<file path="src/rtl/id_ex_stage.sv">
// ID/EX pipeline register with RAW operand forwarding from EX/MEM and MEM/WB.
// Supports stall (hold, with retiring writeback refresh) and flush (bubble).
module id_ex_stage #(
    parameter int XLEN = 32,
    parameter int REGW = 5,
    parameter int OPW  = 10
) (
    input  logic            clk,
    input  logic            rst,
    input  logic            stall,
    input  logic            flush,
    input  logic            id_valid,
    input  logic [REGW-1:0] id_rs1_addr,
    input  logic [REGW-1:0] id_rs2_addr,
    input  logic [REGW-1:0] id_rd_addr,
    input  logic [XLEN-1:0] id_rs1_data,
    input  logic [XLEN-1:0] id_rs2_data,
    input  logic [XLEN-1:0] id_imm,
    input  logic            id_use_imm,
    input  logic [OPW-1:0]  id_instructions,
    input  logic            id_reg_write,
    input  logic            exm_reg_write,
    input  logic [REGW-1:0] exm_rd,
    input  logic [XLEN-1:0] exm_result,
    input  logic            wb_reg_write,
    input  logic [REGW-1:0] wb_rd,
    input  logic [XLEN-1:0] wb_result,
    output logic            ex_valid,
    output logic [XLEN-1:0] ex_v1,
    output logic [XLEN-1:0] ex_v2,
    output logic [OPW-1:0]  ex_instructions,
    output logic [REGW-1:0] ex_rd,
    output logic            ex_reg_write,
    output logic [1:0]      ex_fwd_a,
    output logic [1:0]      ex_fwd_b
);

    logic            valid_q;
    logic            reg_write_q;
    logic            use_imm_q;
    logic [REGW-1:0] rd_q;
    logic [REGW-1:0] rs1_q;
    logic [REGW-1:0] rs2_q;
    logic [XLEN-1:0] d1_q;
    logic [XLEN-1:0] d2_q;
    logic [OPW-1:0]  op_q;

    logic exm_hit1, exm_hit2, wb_hit1, wb_hit2;

    assign exm_hit1 = exm_reg_write && (exm_rd != '0) && (exm_rd == rs1_q);
    assign exm_hit2 = exm_reg_write && (exm_rd != '0) && (exm_rd == rs2_q);
    assign wb_hit1  = wb_reg_write && (wb_rd != '0) && (wb_rd == rs1_q);
    assign wb_hit2  = wb_reg_write && (wb_rd != '0) && (wb_rd == rs2_q);

    always_ff @(posedge clk) begin
        if (rst || flush) begin
            valid_q     <= 1'b0;
            reg_write_q <= 1'b0;
            use_imm_q   <= 1'b0;
            rd_q        <= '0;
            rs1_q       <= '0;
            rs2_q       <= '0;
            d1_q        <= '0;
            d2_q        <= '0;
            op_q        <= '0;
        end else if (stall) begin
            // Writer may retire while we wait; refresh so the operand stays current.
            if (wb_hit1)
                d1_q <= wb_result;
            if (wb_hit2 && !use_imm_q)
                d2_q <= wb_result;
        end else begin
            valid_q     <= id_valid;
            reg_write_q <= id_reg_write & id_valid;
            use_imm_q   <= id_use_imm;
            rd_q        <= id_rd_addr;
            rs1_q       <= id_rs1_addr;
            rs2_q       <= id_rs2_addr;
            d1_q        <= id_rs1_data;
            d2_q        <= id_use_imm ? id_imm : id_rs2_data;
            op_q        <= id_instructions;
        end
    end

    always_comb begin
        ex_v1    = d1_q;
        ex_fwd_a = 2'd0;
        if (exm_hit1) begin
            ex_v1    = exm_result;
            ex_fwd_a = 2'd1;
        end else if (wb_hit1) begin
            ex_v1    = wb_result;
            ex_fwd_a = 2'd2;
        end
    end

    always_comb begin
        ex_v2    = d2_q;
        ex_fwd_b = 2'd0;
        if (!use_imm_q) begin
            if (exm_hit2) begin
                ex_v2    = exm_result;
                ex_fwd_b = 2'd1;
            end else if (wb_hit2) begin
                ex_v2    = wb_result;
                ex_fwd_b = 2'd2;
            end
        end
    end

    assign ex_valid        = valid_q;
    assign ex_reg_write    = reg_write_q;
    assign ex_rd           = rd_q;
    assign ex_instructions = op_q;

endmodule

</file>
<file path="config.mk">
export PLATFORM = sky130hd
export DESIGN_NAME = id_ex_stage
export DESIGN_NICKNAME = d
export VERILOG_FILES = /design/src/rtl/id_ex_stage.sv
export SDC_FILE = /design/constraint.sdc
export NUM_CORES = 1
export LEC_CHECK = 0
export ABC_CLOCK_PERIOD_IN_PS = 6600
export BUFFER_PORTS_ARGS = -buffer_cell sky130_fd_sc_hd__buf_2
export CAP_MARGIN = 30
export CORE_AREA = 2 2 112 114
export CTS_CLUSTER_SIZE = 25
export DETAILED_ROUTE_END_ITERATION = 12
export DIE_AREA = 0 0 114 116
export PLACE_DENSITY = 0.86
export SLEW_MARGIN = 10
export SYNTH_ARGS = -nofsm -noshare
export SYNTH_HDL_FRONTEND = slang
export SYNTH_SLANG_ARGS = --single-unit
</file>
<file path="constraint.sdc">
create_clock -name clk -period 6.6 [get_ports clk]
set_input_delay 1.32 -clock clk [delete_from_list [all_inputs] [get_ports clk]]
set_output_delay 1.32 -clock clk [all_outputs]
set_load 0.01 [all_outputs]
</file>
==> flow_metrics.py, run 1 <==
metrics = {
    "setup_path": {
        "criticalPathCategory": "in -> out",
        "crit_start": "exm_rd[1]",
        "r2r.worst_path.cells": 6,
        "cp.required_ns": 5.28,
        "r2r-end": "d1_q[24]",
        "path_max_fanout": 33,
        "startpoint_type": "input port",
        "setup.worst_path.end_class": "output port",
        "arrival_ns": 3.70,
        "r2r_start": "rs1_q[0]",
        "reg2reg_slack_ns": 4.63,
    },
    "sta": {
        "hold_slack_ns": 0.476,
        "rsz0062_at_grt": "false",
        "fin_crit_ns": 5.02,
        "setup_viol": 0,
        "drv_slew": 0,
        "fin_setup_tns_ns": 0,
        "fmax_ghz": 0.199,
        "hold_violations": 0,
        "period_share": 0.761,
        "clock_skew_ns": 0.00885,
        "fin_ws_ns": 1.58,
        "relSlewSlack": 0.388,
        "worstMarginPinSlew_ns": 0.918,
    },
    "final_layout": {
        "num-nets-final": 1157,
        "antenna_cells": 0,
        "seqCellArea_sq_mm": 0.00184,
        "final_area_sq_mm": 0.00736,
        "post-route-util": 0.618,
        "drive_above_1_share": 0.375,
        "layout.cells.non_filler": 1104,
        "multiInputGateArea_sq_mm": 0.00328,
        "area_growth_pct": 32.3,
        "nFillCells": 1071,
    },
    "global_routing": {
        "grt.overflow.total": 0,
        "grt_antenna_before_repair": 0,
        "grt_usage": 0.286,
        "grt_max_degree": 82,
        "grt_pass1_vias": 5897,
        "grt_pass1_wl_um": 29700,
    },
    "floorplanning": {
        "dieArea_sq_mm": 0.0132,
        "die_w_um": 114,
        "pin_count": 289,
        "initial_core_util": 0.467,
        "die-height_um": 116,
        "core_area_sq_mm": 0.0119,
        "rows": 40,
    },
    "synthesis": {
        "synth_seq_cells": 92,
        "synthArstFlopShare": 0,
        "syn_nets": 913,
        "ys_seq_area_frac": 0.331,
        "postSynthAreaPerCell_sq_um": 7.84,
        "ys_top_cells_by_area": "dfxtp_1 33%, mux2i_1 10%, a31oi_1 7.2%, mux2_2 6.5%, a21oi_1 5.9%",
        "syn_inst": 709,
        "synth_edf_count": 0,
        "yosys.area.top_type_share": 0.331,
        "synthTopCellsByCount": "92 x dfxtp_1, 65 x a21oi_1, 65 x nand2_1, 65 x o21ai_0",
        "netlist_area_sq_mm": 0.00556,
        "synth_cell_types": 32,
        "ys.flop_type": "dfxtp_1",
        "ys_warn_count": 0,
        "synth.largest_area_cell": "dfxtp_1",
        "synth_most_common_cell": "dfxtp_1",
    },
    "hold_path": {
        "whs_path_depth": 2,
        "hold_class": "reg -> reg",
        "hold_end": "d2_q[14]",
        "hp-start": "d2_q[14]",
    },
    "clocking": {
        "cts_tree": "built",
        "cts_made_buffers": 9,
        "cts_max_level": 3,
        "clk_pin_slew_ns": 0.06,
        "cts_resized": 0,
        "clk_path_buf_depth": 2,
        "holdBufCountCts": 0,
        "post-cts-setup-buffer-count": 0,
        "cts_root_buffer": "clkbuf_16",
        "clkLatencyLatePin_ns": 0.34,
        "clkSinkCount": 92,
    },
    "routing": {
        "dr.pass1.iters": 5,
        "wire_per_inst_um": 17.7,
        "viasPerCell": 5.71,
        "drcViolationCount": 0,
        "num_vias": 6299,
        "routed_wl_um": 19600,
        "drt-initial-drc-count": 674,
        "ant_nets": 0,
    },
    "run_status": {
        "status": "complete, no violations",
    },
    "place": {
        "dp.cells": 1089,
        "io_buffers": 288,
        "routabilityCongestion": 0.933,
        "post_dp_cell_area_sq_mm": 0.00699,
        "place_hpwl_um": 13900,
        "dp_slack_ns": 1.61,
    },
    "power_and_ir_drop": {
        "total_power_mw": 1.50,
        "power-per-cell-area_mw_per_mm2": 204,
        "peakVddDrop_mv": 0.165,
        "leakagePower_nw": 3.33,
    },
    "flow_run": {
        "cap_violations": 0,
    },
}
[cells in the final DEF (no fill, tap or decap), drive strengths merged]
| master | synthesis | final |
|---|---|---|
| or4 | 4 | 4 |
| nor3 | 33 | 33 |
| o211ai | 1 | 1 |
| mux2 | 32 | 32 |
| clkbuf | 42 | 9 |
| nand2 | 65 | 65 |
| and2 | 1 | 1 |
| clkinvlp | 0 | 1 |
| xor2 | 4 | 4 |
| o22a | 32 | 32 |
| o21ai | 66 | 66 |
| a21oi | 65 | 65 |
| mux2i | 58 | 58 |
| o21ba | 1 | 1 |
| nand3 | 3 | 3 |
| nor2 | 64 | 64 |
| inv | 33 | 34 |
| nor4 | 2 | 2 |
| a31oi | 64 | 64 |
| a22oi | 1 | 1 |
| xnor2 | 16 | 16 |
| nor2b | 1 | 1 |
| nand4 | 1 | 1 |
| dfxtp | 92 | 92 |
| or2 | 2 | 2 |
| buf | 26 | 301 |
| bufinv | 0 | 4 |
[flip-flops by register name (all words and copies together), names as in the netlist]
signal / cells
d2_q: 32
d1_q: 32
rs2_q: 5
ex_reg_write: 1
ex_instructions: 10
ex_valid: 1
use_imm_q: 1
ex_rd: 5
rs1_q: 5
[how the worst max path moves through the flow]
stage,end,slack (ns)
2_1_floorplan,ex_v2[10],2.52
3_3_place_gp,ex_v2[1],1.68
3_5_place_dp,ex_v2[12],1.61
4_1_cts,ex_v2[12],1.60
5_1_grt,ex_v2[12],1.49
6_report,ex_v2[25],1.58
[critical path, cell delays in order]
cell and delay (ns):
buf_2 0.13, or4_4 0.56, o211ai_4 0.18, buf_4 0.41, nor2_1 0.12, o21ba_2 0.51
o22a_1 0.33, buf_2 0.14
[power by group]
group	internal (mW)	leakage, nW	switching (mW)	total [mW]
logic	0.130	2.40	0.149	0.278
clock network	0.408	0.172	0.226	0.634
registers	0.578	0.752	0.0126	0.591
total	1.12	3.33	0.387	1.50
[layer usage]
metal	up-vias	global-route usage	wire length, um
met2	359	0.481	9380
met1	2893	0.356	7930
met5	-	0	0
met3	50	0.0638	1720
met4	0	0.115	541
li1	2997	-	-
[area by class of cell]
class | instances | share of cell area
Multi-Input combinational cell | 516 | 0.446
Sequential cell | 92 | 0.250
Timing Repair Buffer | 301 | 0.212
Clock buffer | 9 | 0.0306
Tap cell | 147 | 0.0250
Clock inverter | 6 | 0.0185
Inverter | 33 | 0.0168
[kinds of logic (layout without fill, tap and decap cells)]
group                  count (synthesis)  count (layout)  share of synthesized area
AO/OA/AOI/OAI                        230             230                      0.249
XOR/XNOR                              20              20                     0.0315
AND/OR/NAND/NOR                      176             176                      0.137
multiplexers                          90              90                      0.169
buffers and inverters                101             349                     0.0819
flip-flops                            92              92                      0.331
(Power assumes the default switching activity.)
==> run 2: changes to the inputs <==
--- a/config.mk
+++ b/config.mk
@@ -5,13 +5,13 @@
 export SDC_FILE = /design/constraint.sdc
 export NUM_CORES = 1
 export LEC_CHECK = 0
-export ABC_CLOCK_PERIOD_IN_PS = 6600
+export ABC_AREA = 1
+export ABC_CLOCK_PERIOD_IN_PS = 4900
 export BUFFER_PORTS_ARGS = -buffer_cell sky130_fd_sc_hd__buf_2
 export CAP_MARGIN = 30
-export CORE_AREA = 2 2 112 114
+export CORE_UTILIZATION = 49
 export CTS_CLUSTER_SIZE = 25
 export DETAILED_ROUTE_END_ITERATION = 12
-export DIE_AREA = 0 0 114 116
 export PLACE_DENSITY = 0.86
 export SLEW_MARGIN = 10
 export SYNTH_ARGS = -nofsm -noshare
==> constraint.sdc (replaced) <==
create_clock -name clk -period 4.9 [get_ports clk]
set_input_delay 0.98 -clock clk [delete_from_list [all_inputs] [get_ports clk]]
set_output_delay 0.98 -clock clk [all_outputs]
set_load 0.01 [all_outputs]
==> run 2 against run 1 <==
Critical path depth increased by 2. Synthesized cell count is 70% higher. Global-route usage up 6.0 points.
==> flow_metrics.py, run 2 <==
metrics = {
    "final_layout": {
        "final_area_sq_mm": 0.00844,
        "layout_common_cells": "430 x nand2_1, 287 x buf_2, 147 x nand3_1",
        "area_growth_pct": 25.7,
        "num-nets-final": 1637,
        "seqCellArea_sq_mm": 0.00184,
        "drive_above_1_share": 0.235,
        "final_common_cell": "nand2_1",
        "layout.cells.non_filler": 1615,
        "multiInputGateArea_sq_mm": 0.00410,
        "nFillCells": 1367,
    },
    "synthesis": {
        "netlist_area_sq_mm": 0.00671,
        "yosys.area.top_type_share": 0.274,
        "synth_edf_count": 0,
        "synth_cell_types": 24,
        "synthArstFlopShare": 0,
        "synth.largest_area_cell": "dfxtp_1",
        "ys_top_cells_by_area": "dfxtp_1 27%, nand2_1 24%, nand3_1 11%, nor2_1 7.9%, inv_1 5.4%",
        "ys_warn_count": 0,
        "synth_most_common_cell": "nand2_1",
        "synthTopCellsByCount": "431 x nand2_1, 147 x nand3_1, 142 x nor2_1",
        "postSynthAreaPerCell_sq_um": 5.57,
        "synth_seq_cells": 92,
        "syn_inst": 1206,
        "ys.flop_type": "dfxtp_1",
        "ys_seq_area_frac": 0.274,
        "syn_nets": 1410,
    },
    "power_and_ir_drop": {
        "seq_power_share": 0.398,
        "swShare": 0.337,
        "power-per-cell-area_mw_per_mm2": 236,
        "p_int_mw": 1.32,
        "power_frac_comb": 0.243,
        "clkPwrFrac": 0.358,
        "peakVddDrop_mv": 0.243,
        "leakagePower_nw": 4.84,
        "switchingPower_mw": 0.672,
    },
    "clocking": {
        "cts_max_level": 3,
        "clkLatencyLatePin_ns": 0.36,
        "cts_made_buffers": 9,
        "clk_pin_slew_ns": 0.08,
        "cts_tree": "built",
        "clk_path_buf_depth": 2,
        "post-cts-setup-buffer-count": 0,
        "clkSinkCount": 92,
        "cts_root_buffer": "clkbuf_16",
        "cts_resized": 0,
        "holdBufCountCts": 0,
    },
    "sta": {
        "period_share": 0.787,
        "drv_slew": 0,
        "relSlewSlack": 0.383,
        "hold_violations": 0,
        "setup_viol": 0,
        "rsz0062_at_grt": "false",
        "fin_crit_ns": 3.86,
        "clock_skew_ns": 0.00857,
        "worstMarginPinSlew_ns": 0.925,
        "fmax_ghz": 0.259,
        "fin_setup_tns_ns": 0,
    },
    "run_status": {
        "status": "complete, no violations",
    },
    "routing": {
        "dr.pass1.iters": 6,
        "drcViolationCount": 0,
        "wire_per_inst_um": 15.3,
        "ant_nets": 0,
        "drt-initial-drc-count": 1047,
        "routed_wl_um": 24700,
        "num_vias": 8521,
        "viasPerCell": 5.28,
    },
    "floorplanning": {
        "rows": 42,
        "pin_count": 289,
        "initial_core_util": 0.505,
        "dieArea_sq_mm": 0.0142,
        "die-height_um": 119,
        "die_w_um": 119,
        "core_area_sq_mm": 0.0133,
    },
    "global_routing": {
        "grt_antenna_before_repair": 1,
        "grt_pass1_wl_um": 38900,
        "grt_usage": 0.346,
        "grt_pass1_vias": 7710,
        "grt.overflow.total": 0,
        "grt_max_degree": 77,
    },
    "setup_path": {
        "startpoint_type": "input port",
        "path_max_fanout": 47,
        "criticalPathCategory": "in -> out",
        "cp.required_ns": 3.92,
        "arrival_ns": 2.88,
        "setup.worst_path.end_class": "output port",
    },
    "place": {
        "routabilityCongestion": 0.970,
        "place_hpwl_um": 18000,
        "io_buffers": 288,
        "dp.cells": 1598,
        "post_dp_cell_area_sq_mm": 0.00813,
    },
    "flow_run": {
        "cap_violations": 0,
    },
    "hold_path": {
        "hold_class": "reg -> reg",
    },
}
-- run 2: per-layer routing --
metal | vias up | track usage | part of all wire
li1 | 4278 | - | -
met1 | 3745 | 0.457 | 0.41
met2 | 438 | 0.549 | 0.45
met3 | 60 | 0.0699 | 0.10
met4 | 0 | 0.134 | 0.032
met5 | - | 0 | 0
-- run 2: cell families (layout without fill, tap and decap cells) --
| family | after synthesis | in the layout | synth area share |
|---|---|---|---|
| XOR/XNOR | 19 | 19 | 0.0248 |
| AND/OR/NAND/NOR | 777 | 777 | 0.489 |
| other | 0 | 1 | 0 |
| flip-flops | 92 | 92 | 0.274 |
| buffers and inverters | 194 | 426 | 0.116 |
| AO/OA/AOI/OAI | 124 | 124 | 0.0958 |
-- run 2: through the flow --
stage	setup WS [ns]	total power, mW	util	hold WS [ns]
3_3_place_gp	1.11	1.28	0.612	0.443
2_1_floorplan	1.90	1.09	-	0.474
3_5_place_dp	1.06	1.29	0.612	0.450
6_report	1.04	1.99	0.634	0.468
4_1_cts	1.05	2.00	0.634	0.463
5_1_grt	0.805	2.08	0.634	0.495
-- run 2: cell type report --
class / count / share of cell area
multi-input cells: 920 / 0.486
repair buffers: 305 / 0.186
clock inverters: 7 / 0.00905
flip-flops and latches: 92 / 0.218
well taps: 176 / 0.0261
clock buffers: 9 / 0.0267
inverters: 105 / 0.0470
diodes: 1 / 0.000297
-- run 2: path summary, 6_finish.rpt --
path / start / to / slack [ns] / cells past startpoint
worst max-delay path: exm_rd[0] / ex_v1[16] / 1.04 / 10
worst max register to register: use_imm_q / d2_q[26] / 2.55 / 8
worst min register to register: ex_instructions[8] / ex_instructions[8] / 0.47 / 2
worst min-delay path: ex_instructions[8] / ex_instructions[8] / 0.47 / 2
-- run 2: critical path, stage by stage --
cell and delay (ns):
buf_2 0.12, nor2_1 0.11, nand2_1 0.06, o21ai_1 0.19, nor3_1 0.09, nand2_2 0.63
buf_4 0.35, nand2_1 0.08, o21ai_1 0.08, buf_2 0.15
-- run 2: power groups by stage --
stage | Combinational (mW) | Clock (mW) | Sequential (mW)
after floorplan | 0.277 | 0 | 0.809
after global placement | 0.473 | 0 | 0.810
after detailed placement | 0.476 | 0 | 0.811
after CTS | 0.479 | 0.723 | 0.794
after global routing | 0.535 | 0.750 | 0.797
final | 0.485 | 0.715 | 0.794
